### src/rtl/nibble_lane_sched_pkg.sv
// Shared types and default sizes for the nibble lane write scheduler.
package nibble_lane_sched_pkg;

    localparam int unsigned NREQ_DEF   = 4;
    localparam int unsigned NLANES_DEF = 8;
    localparam int unsigned LW_DEF     = 4;

    typedef enum logic [0:0] {IDLE, HOLD} state_e;

    typedef logic [$clog2(NLANES_DEF)-1:0] lane_idx_t;
    typedef logic [LW_DEF-1:0]             lane_t;

    // Index width that stays at least one bit for degenerate sizes.
    function automatic int unsigned idx_width(int unsigned n);
        return (n > 1) ? $clog2(n) : 1;
    endfunction

endpackage

### src/rtl/rr_arb.sv
// N-wide round-robin arbiter: the search starts at ptr_i and ascends with wrap.
module rr_arb #(
    parameter int unsigned N  = 4,
    parameter int unsigned IW = (N > 1) ? $clog2(N) : 1
) (
    input  logic [N-1:0]  req_i,
    input  logic [IW-1:0] ptr_i,
    input  logic          en_i,
    output logic [N-1:0]  gnt_o,
    output logic [IW-1:0] idx_o,
    output logic          any_o
);

    // First requester at or after the pointer wins; nothing is granted when disabled.
    always_comb begin
        int unsigned cand;
        gnt_o = '0;
        idx_o = '0;
        any_o = 1'b0;
        cand  = 0;
        for (int unsigned k = 0; k < N; k++) begin
            cand = (32'(ptr_i) + k) % N;
            if (en_i && !any_o && req_i[cand]) begin
                any_o       = 1'b1;
                gnt_o[cand] = 1'b1;
                idx_o       = IW'(cand);
            end
        end
    end

endmodule

### src/rtl/nibble_lane_sched.sv
// Round-robin write scheduler for a packed array of lanes, with a snapshot
// capture/hold/ack path. The optional write counter output wr_count is built
// when NIBBLE_LANE_SCHED_WRCNT_EN is defined.
module nibble_lane_sched
    import nibble_lane_sched_pkg::*;
#(
    parameter int unsigned NREQ   = NREQ_DEF,
    parameter int unsigned NLANES = NLANES_DEF,
    parameter int unsigned LW     = LW_DEF,
    localparam int unsigned LIW   = (NLANES > 1) ? $clog2(NLANES) : 1
) (
    input  logic                 clk,
    input  logic                 rst_n,
    input  logic [NREQ-1:0]      req_valid,
    output logic [NREQ-1:0]      req_ready,
    input  logic [NREQ*LIW-1:0]  req_lane,
    input  logic [NREQ*LW-1:0]   req_data,
    output logic [NLANES*LW-1:0] lanes_out,
    input  logic                 snap_req,
    output logic                 snap_valid,
    output logic [NLANES*LW-1:0] snap_data,
    input  logic                 snap_ack
`ifdef NIBBLE_LANE_SCHED_WRCNT_EN
    ,
    output logic [15:0]          wr_count
`endif
);

    localparam int unsigned PIW = idx_width(NREQ);

    state_e                    state_q, state_d;
    logic [PIW-1:0]            ptr_q, ptr_d;
    logic [NLANES-1:0][LW-1:0] lanes_q, lanes_d;
    logic [NLANES*LW-1:0]      snap_q, snap_d;

    logic            arb_en;
    logic            gnt_any;
    logic [PIW-1:0]  gnt_idx;
    logic [NREQ-1:0] gnt;
    logic [LIW-1:0]  win_lane;
    logic [LW-1:0]   win_data;

    // Snapshot requests beat writes; reset also masks every grant.
    assign arb_en = rst_n && (state_q == IDLE) && !snap_req;

    rr_arb #(
        .N  (NREQ),
        .IW (PIW)
    ) u_arb (
        .req_i (req_valid),
        .ptr_i (ptr_q),
        .en_i  (arb_en),
        .gnt_o (gnt),
        .idx_o (gnt_idx),
        .any_o (gnt_any)
    );

    assign req_ready = gnt;
    assign win_lane  = req_lane[32'(gnt_idx) * LIW +: LIW];
    assign win_data  = req_data[32'(gnt_idx) * LW +: LW];

    // Next-state: snapshot capture, handshake release, lane write and pointer advance.
    always_comb begin
        state_d = state_q;
        ptr_d   = ptr_q;
        lanes_d = lanes_q;
        snap_d  = snap_q;
        unique case (state_q)
            IDLE: begin
                if (snap_req) begin
                    snap_d  = lanes_q;
                    state_d = HOLD;
                end else if (gnt_any) begin
                    // Out-of-range lane indices still consume the grant but write nothing.
                    if (32'(win_lane) < NLANES) begin
                        lanes_d[win_lane] = win_data;
                    end
                    ptr_d = (gnt_idx == PIW'(NREQ - 1)) ? '0 : gnt_idx + 1'b1;
                end
            end
            HOLD: begin
                if (snap_ack) begin
                    state_d = IDLE;
                end
            end
            default: state_d = IDLE;
        endcase
    end

    // State registers with synchronous active-low reset.
    always_ff @(posedge clk) begin
        if (!rst_n) begin
            state_q <= IDLE;
            ptr_q   <= '0;
            lanes_q <= '0;
            snap_q  <= '0;
        end else begin
            state_q <= state_d;
            ptr_q   <= ptr_d;
            lanes_q <= lanes_d;
            snap_q  <= snap_d;
        end
    end

    assign lanes_out  = lanes_q;
    assign snap_data  = snap_q;
    assign snap_valid = (state_q == HOLD);

`ifdef NIBBLE_LANE_SCHED_WRCNT_EN
    logic [15:0] wr_cnt_q, wr_cnt_d;

    // Saturating count of accepted writes, cleared when a snapshot is captured.
    always_comb begin
        wr_cnt_d = wr_cnt_q;
        if ((state_q == IDLE) && snap_req) begin
            wr_cnt_d = '0;
        end else if (gnt_any && (wr_cnt_q != 16'hFFFF)) begin
            wr_cnt_d = wr_cnt_q + 16'd1;
        end
    end

    // Counter register.
    always_ff @(posedge clk) begin
        if (!rst_n) begin
            wr_cnt_q <= '0;
        end else begin
            wr_cnt_q <= wr_cnt_d;
        end
    end

    assign wr_count = wr_cnt_q;
`endif

endmodule

### config.mk
export PLATFORM = sky130hd
export DESIGN_NAME = nibble_lane_sched
export DESIGN_NICKNAME = d
export VERILOG_FILES = /design/src/rtl/nibble_lane_sched_pkg.sv /design/src/rtl/rr_arb.sv /design/src/rtl/nibble_lane_sched.sv
export SDC_FILE = /design/constraint.sdc
export NUM_CORES = 1
export LEC_CHECK = 0
export CORE_MARGIN = 5
export CORE_UTILIZATION = 46
export DETAILED_ROUTE_END_ITERATION = 10
export PLACE_DENSITY = 0.79
export SLEW_MARGIN = 15
export SYNTH_ARGS = -nofsm -noshare
export SYNTH_HDL_FRONTEND = slang
export SYNTH_SLANG_ARGS = --single-unit
### constraint.sdc
create_clock -name clk -period 3.5 [get_ports clk]
set_clock_uncertainty 0.1 [all_clocks]
set_input_delay 0.525 -clock clk [delete_from_list [all_inputs] [get_ports clk]]
set_output_delay 0.525 -clock clk [all_outputs]
set_load 0.02 [all_outputs]
==> flow_metrics.tcl <==
set metrics [dict create \
    port_buffers 104 \
    fin_crit_sh 0.953 \
    io_pins 105 \
    maxSlewViolCount 0 \
    cp_data_arrival_time_ns 2.71 \
    crit_fanout 5 \
    crit-reg2reg-launch "ptr_q[1]" \
    cellPowerDensity_nw_per_um2 379 \
    firstDrtPassIters 4 \
    cts.sinks 67 \
    r2r_cells 9 \
    final_hold_viol_count 0 \
    startpoint "ptr_q[1]" \
    ys_seq_area_frac 0.413 \
    p_clk_frac 0.352 \
    critPathBufInv 2 \
    cts_tree "done" \
    p_int_mw 1.27 \
    die_h_microns 94.1 \
    detail-route-antenna-nets 0 \
    setup_viol 0 \
    swShare 0.280 \
    status "finished clean" \
    synth_flop_cell "dfxtp_1" \
    fin_nets 518 \
    min_path_type "flop to flop" \
    vias 3020 \
    drive_gt1_frac 0.133 \
    routedWlPerCell_microns 15.3 \
    dieArea_sq_um 8850 \
    rsz0062_at_grt "no" \
    yosysWarnings 0 \
    initial_core_util 0.476 \
    num_rows 30 \
    min_period_ns 3.34 \
    top_layer_used "met4" \
    coreArea_sq_um 6830 \
    holdCritStartpoint "snap_data[0]" \
    wl_met3_microns 585 \
    fmax_mhz 300 \
    synth-edff-count 0 \
    crit_type "flop to output pin" \
    antenna_found_initial 0 \
    r2r-end "lanes_out[15]" \
    n_fill_cell 579 \
    met1Wirelength_mm 3.78 \
    cp.depth 8 \
    regArea_sq_um 1340 \
    numCtsBuffers 9 \
    power_frac_seq 0.450 \
    cts_buffer_depth 2 \
    r2r_slack_ns 0.37 \
    ys_types 49 \
    dp_hpwl_mm 6.81 \
    drc_errors 0 \
    p_comb_frac 0.198 \
    cap_violations 0 \
    totalWireLength_mm 8.84 \
    grt_max_degree 35 \
    synthesis.area_sq_um 3250 \
    clock_latency_ns 0.33 \
    first_iter_violations 101 \
    place_congestion 0.856 \
    crit_top_cell "o21ai_0" \
    syn-num-nets 405 \
    grt_pass1_vias 2999 \
    setup_slack_ns 0.163 \
    cp-start-kind "flop" \
    post-cts-setup-buffer-count 0 \
    cts_hold_buffers 0 \
    place_inst 563 \
    critical_path.top_delay_family "compound AO/OA/AOI/OAI gates" \
    synth_area_per_cell_sq_um 8.91 \
    setup_tns_ns 0 \
    die_width_microns 94.1 \
    clkTransAtPathRegs_ns 0.07 \
    final_cell_count_no_fill 579 \
    wl_met2_mm 4.33 \
    peakVddDrop_mv 0.246 \
    synth_seq_cells 67 \
    endpoint "req_ready[0]" \
    grt-ovfl-total 0 \
    pre_cts_slack_ns 0.0629 \
    cp_cell_sequence "inv_1 -> ha_2 -> mux2_4 -> o21ai_0 -> nor2_1 -> a222oi_1 -> o21ai_0 -> dlygate4sd2_1" \
    n_antenna_cell 0 \
    syn2layout_area_growth_pct 43.2 \
    multi_input_area_sq_um 1800 \
    cp_slowest_cell "ha_2" \
    required_ns 2.87 \
    slowest_delay_ns 0.45 \
    slew_headroom 0.594 \
    grt_pass1_wl_mm 14.3 \
    ys_async_sr_fraction 0 \
    netlist_instances 365 \
    routed_via_density 5.22 \
    p_leak_nw 1.82 \
    h-tree-depth 3 \
    grt_usage 0.203 \
    end_kind "output pin" \
    cts_root_buf "clkbuf_8" \
    switchingPower_mw 0.494 \
    tightest_slew_ns 0.608 \
]
[per-stage QoR]
stage	hold slack (ns)	total power [mW]	area, sq um	util
final	0.355	1.76	4660	0.682
after global routing	0.378	1.84	4660	0.682
after CTS	0.357	1.78	4650	0.681
after detailed placement	0.346	1.16	4460	0.653
after global placement	0.341	1.15	4460	0.653
after floorplan	0.435	1.02	3250	-
[registers in the layout (all words and copies together), names as in the netlist]
signal      cells
lanes_out      32
ptr_q           2
snap_data      32
snap_valid      1
[synthesized netlist by cell type (2+ instances only)]
| library cell | n | area (sq um) |
|---|---|---|
| o211ai_2 | 2 | 25.0 |
| nand3_2 | 8 | 80.1 |
| o211ai_1 | 4 | 30.0 |
| o31ai_1 | 3 | 22.5 |
| o21ai_0 | 6 | 30.0 |
| dfxtp_1 | 67 | 1340 |
| a222oi_1 | 4 | 40.0 |
| mux2i_1 | 46 | 460 |
| a21o_1 | 2 | 15.0 |
| ha_1 | 4 | 50.1 |
| buf_6 | 2 | 22.5 |
| nand2_1 | 111 | 417 |
| nor2_1 | 5 | 18.8 |
| buf_2 | 3 | 15.0 |
| a31oi_1 | 2 | 12.5 |
| a21oi_1 | 32 | 160 |
| clkbuf_1 | 14 | 52.6 |
| inv_1 | 7 | 26.3 |
| mux2_4 | 6 | 90.1 |
| o211a_2 | 2 | 20.0 |
| a211o_1 | 2 | 17.5 |
| o21ai_1 | 2 | 10.0 |
| nand4_1 | 2 | 12.5 |
| nor2b_1 | 3 | 18.8 |
| a211oi_1 | 2 | 15.0 |
[metal layers]
metal / vias up / global-route usage
li1: 1498 / -
met1: 1407 / 0.245
met2: 100 / 0.340
met3: 15 / 0.0625
met4: 0 / 0.0698
met5: - / 0
[power groups by stage]
stage	sequential [mW]	clock [mW]	combinational, mW
after global placement	0.812	0	0.341
after global routing	0.797	0.666	0.376
after CTS	0.795	0.631	0.349
after floorplan	0.830	0	0.189
after detailed placement	0.812	0	0.348
final	0.795	0.621	0.349
[worst min-delay path by stage]
| stage | endpoint | slack [ns] | cells after the start |
|---|---|---|---|
| after floorplan | snap_data[29] | 0.43 | 2 |
| after global placement | snap_data[1] | 0.34 | 2 |
| after global routing | snap_data[6] | 0.38 | 2 |
| final | snap_data[0] | 0.35 | 2 |
| after CTS | snap_data[23] | 0.36 | 2 |
| after detailed placement | snap_data[18] | 0.35 | 2 |
[worst min-delay path: stages, from the launching register on]
cell and delay (ns):
dfxtp_1 0.31, nand2_1 0.05, a21oi_1 0.05
[placed cells by master (no fill, tap or decap), drive strengths merged, types with 2 or more instances in the layout]
master,netlist,final
dlygate4sd2,0,4
nor2,6,6
a222oi,4,4
a211oi,3,3
o211ai,6,6
a211o,2,2
mux2i,46,46
nand4,2,2
nor2b,3,3
nand3,9,9
or2,2,2
o21ai,8,8
clkinvlp,0,2
inv,7,8
nor3,2,2
a31oi,2,2
o211a,3,3
o31ai,3,3
clkbuf,14,10
mux2,7,7
dfxtp,67,67
clkdlybuf4s50,0,100
a21oi,33,33
clkinv,1,3
nand2,111,111
a21o,2,2
buf,5,17
ha,4,4
[area by class of cell]
class	count	share of cell area
Multi-Input combinational cell	271	0.386
Timing Repair Buffer	121	0.253
Clock inverter	6	0.0137
Inverter	8	0.00645
Tap cell	96	0.0258
Sequential cell	67	0.288
Clock buffer	10	0.0274
[kinds of logic (layout without fill, tap and decap cells)]
family          after synthesis  count (layout)  share of synthesized area
buf+inv                      27             145                     0.0369
fa+ha+maj                     4               4                     0.0154
compound gates               71              71                      0.156
flops                        67              67                      0.413
mux                          54              54                      0.180
simple gates                142             142                      0.199
[repair_timing]
item	CTS	global route
endpoints found under the hold margin	0	0
resized for setup	5	0
endpoints found under the setup margin	4	0
Power figures use the tool's default switching activity.
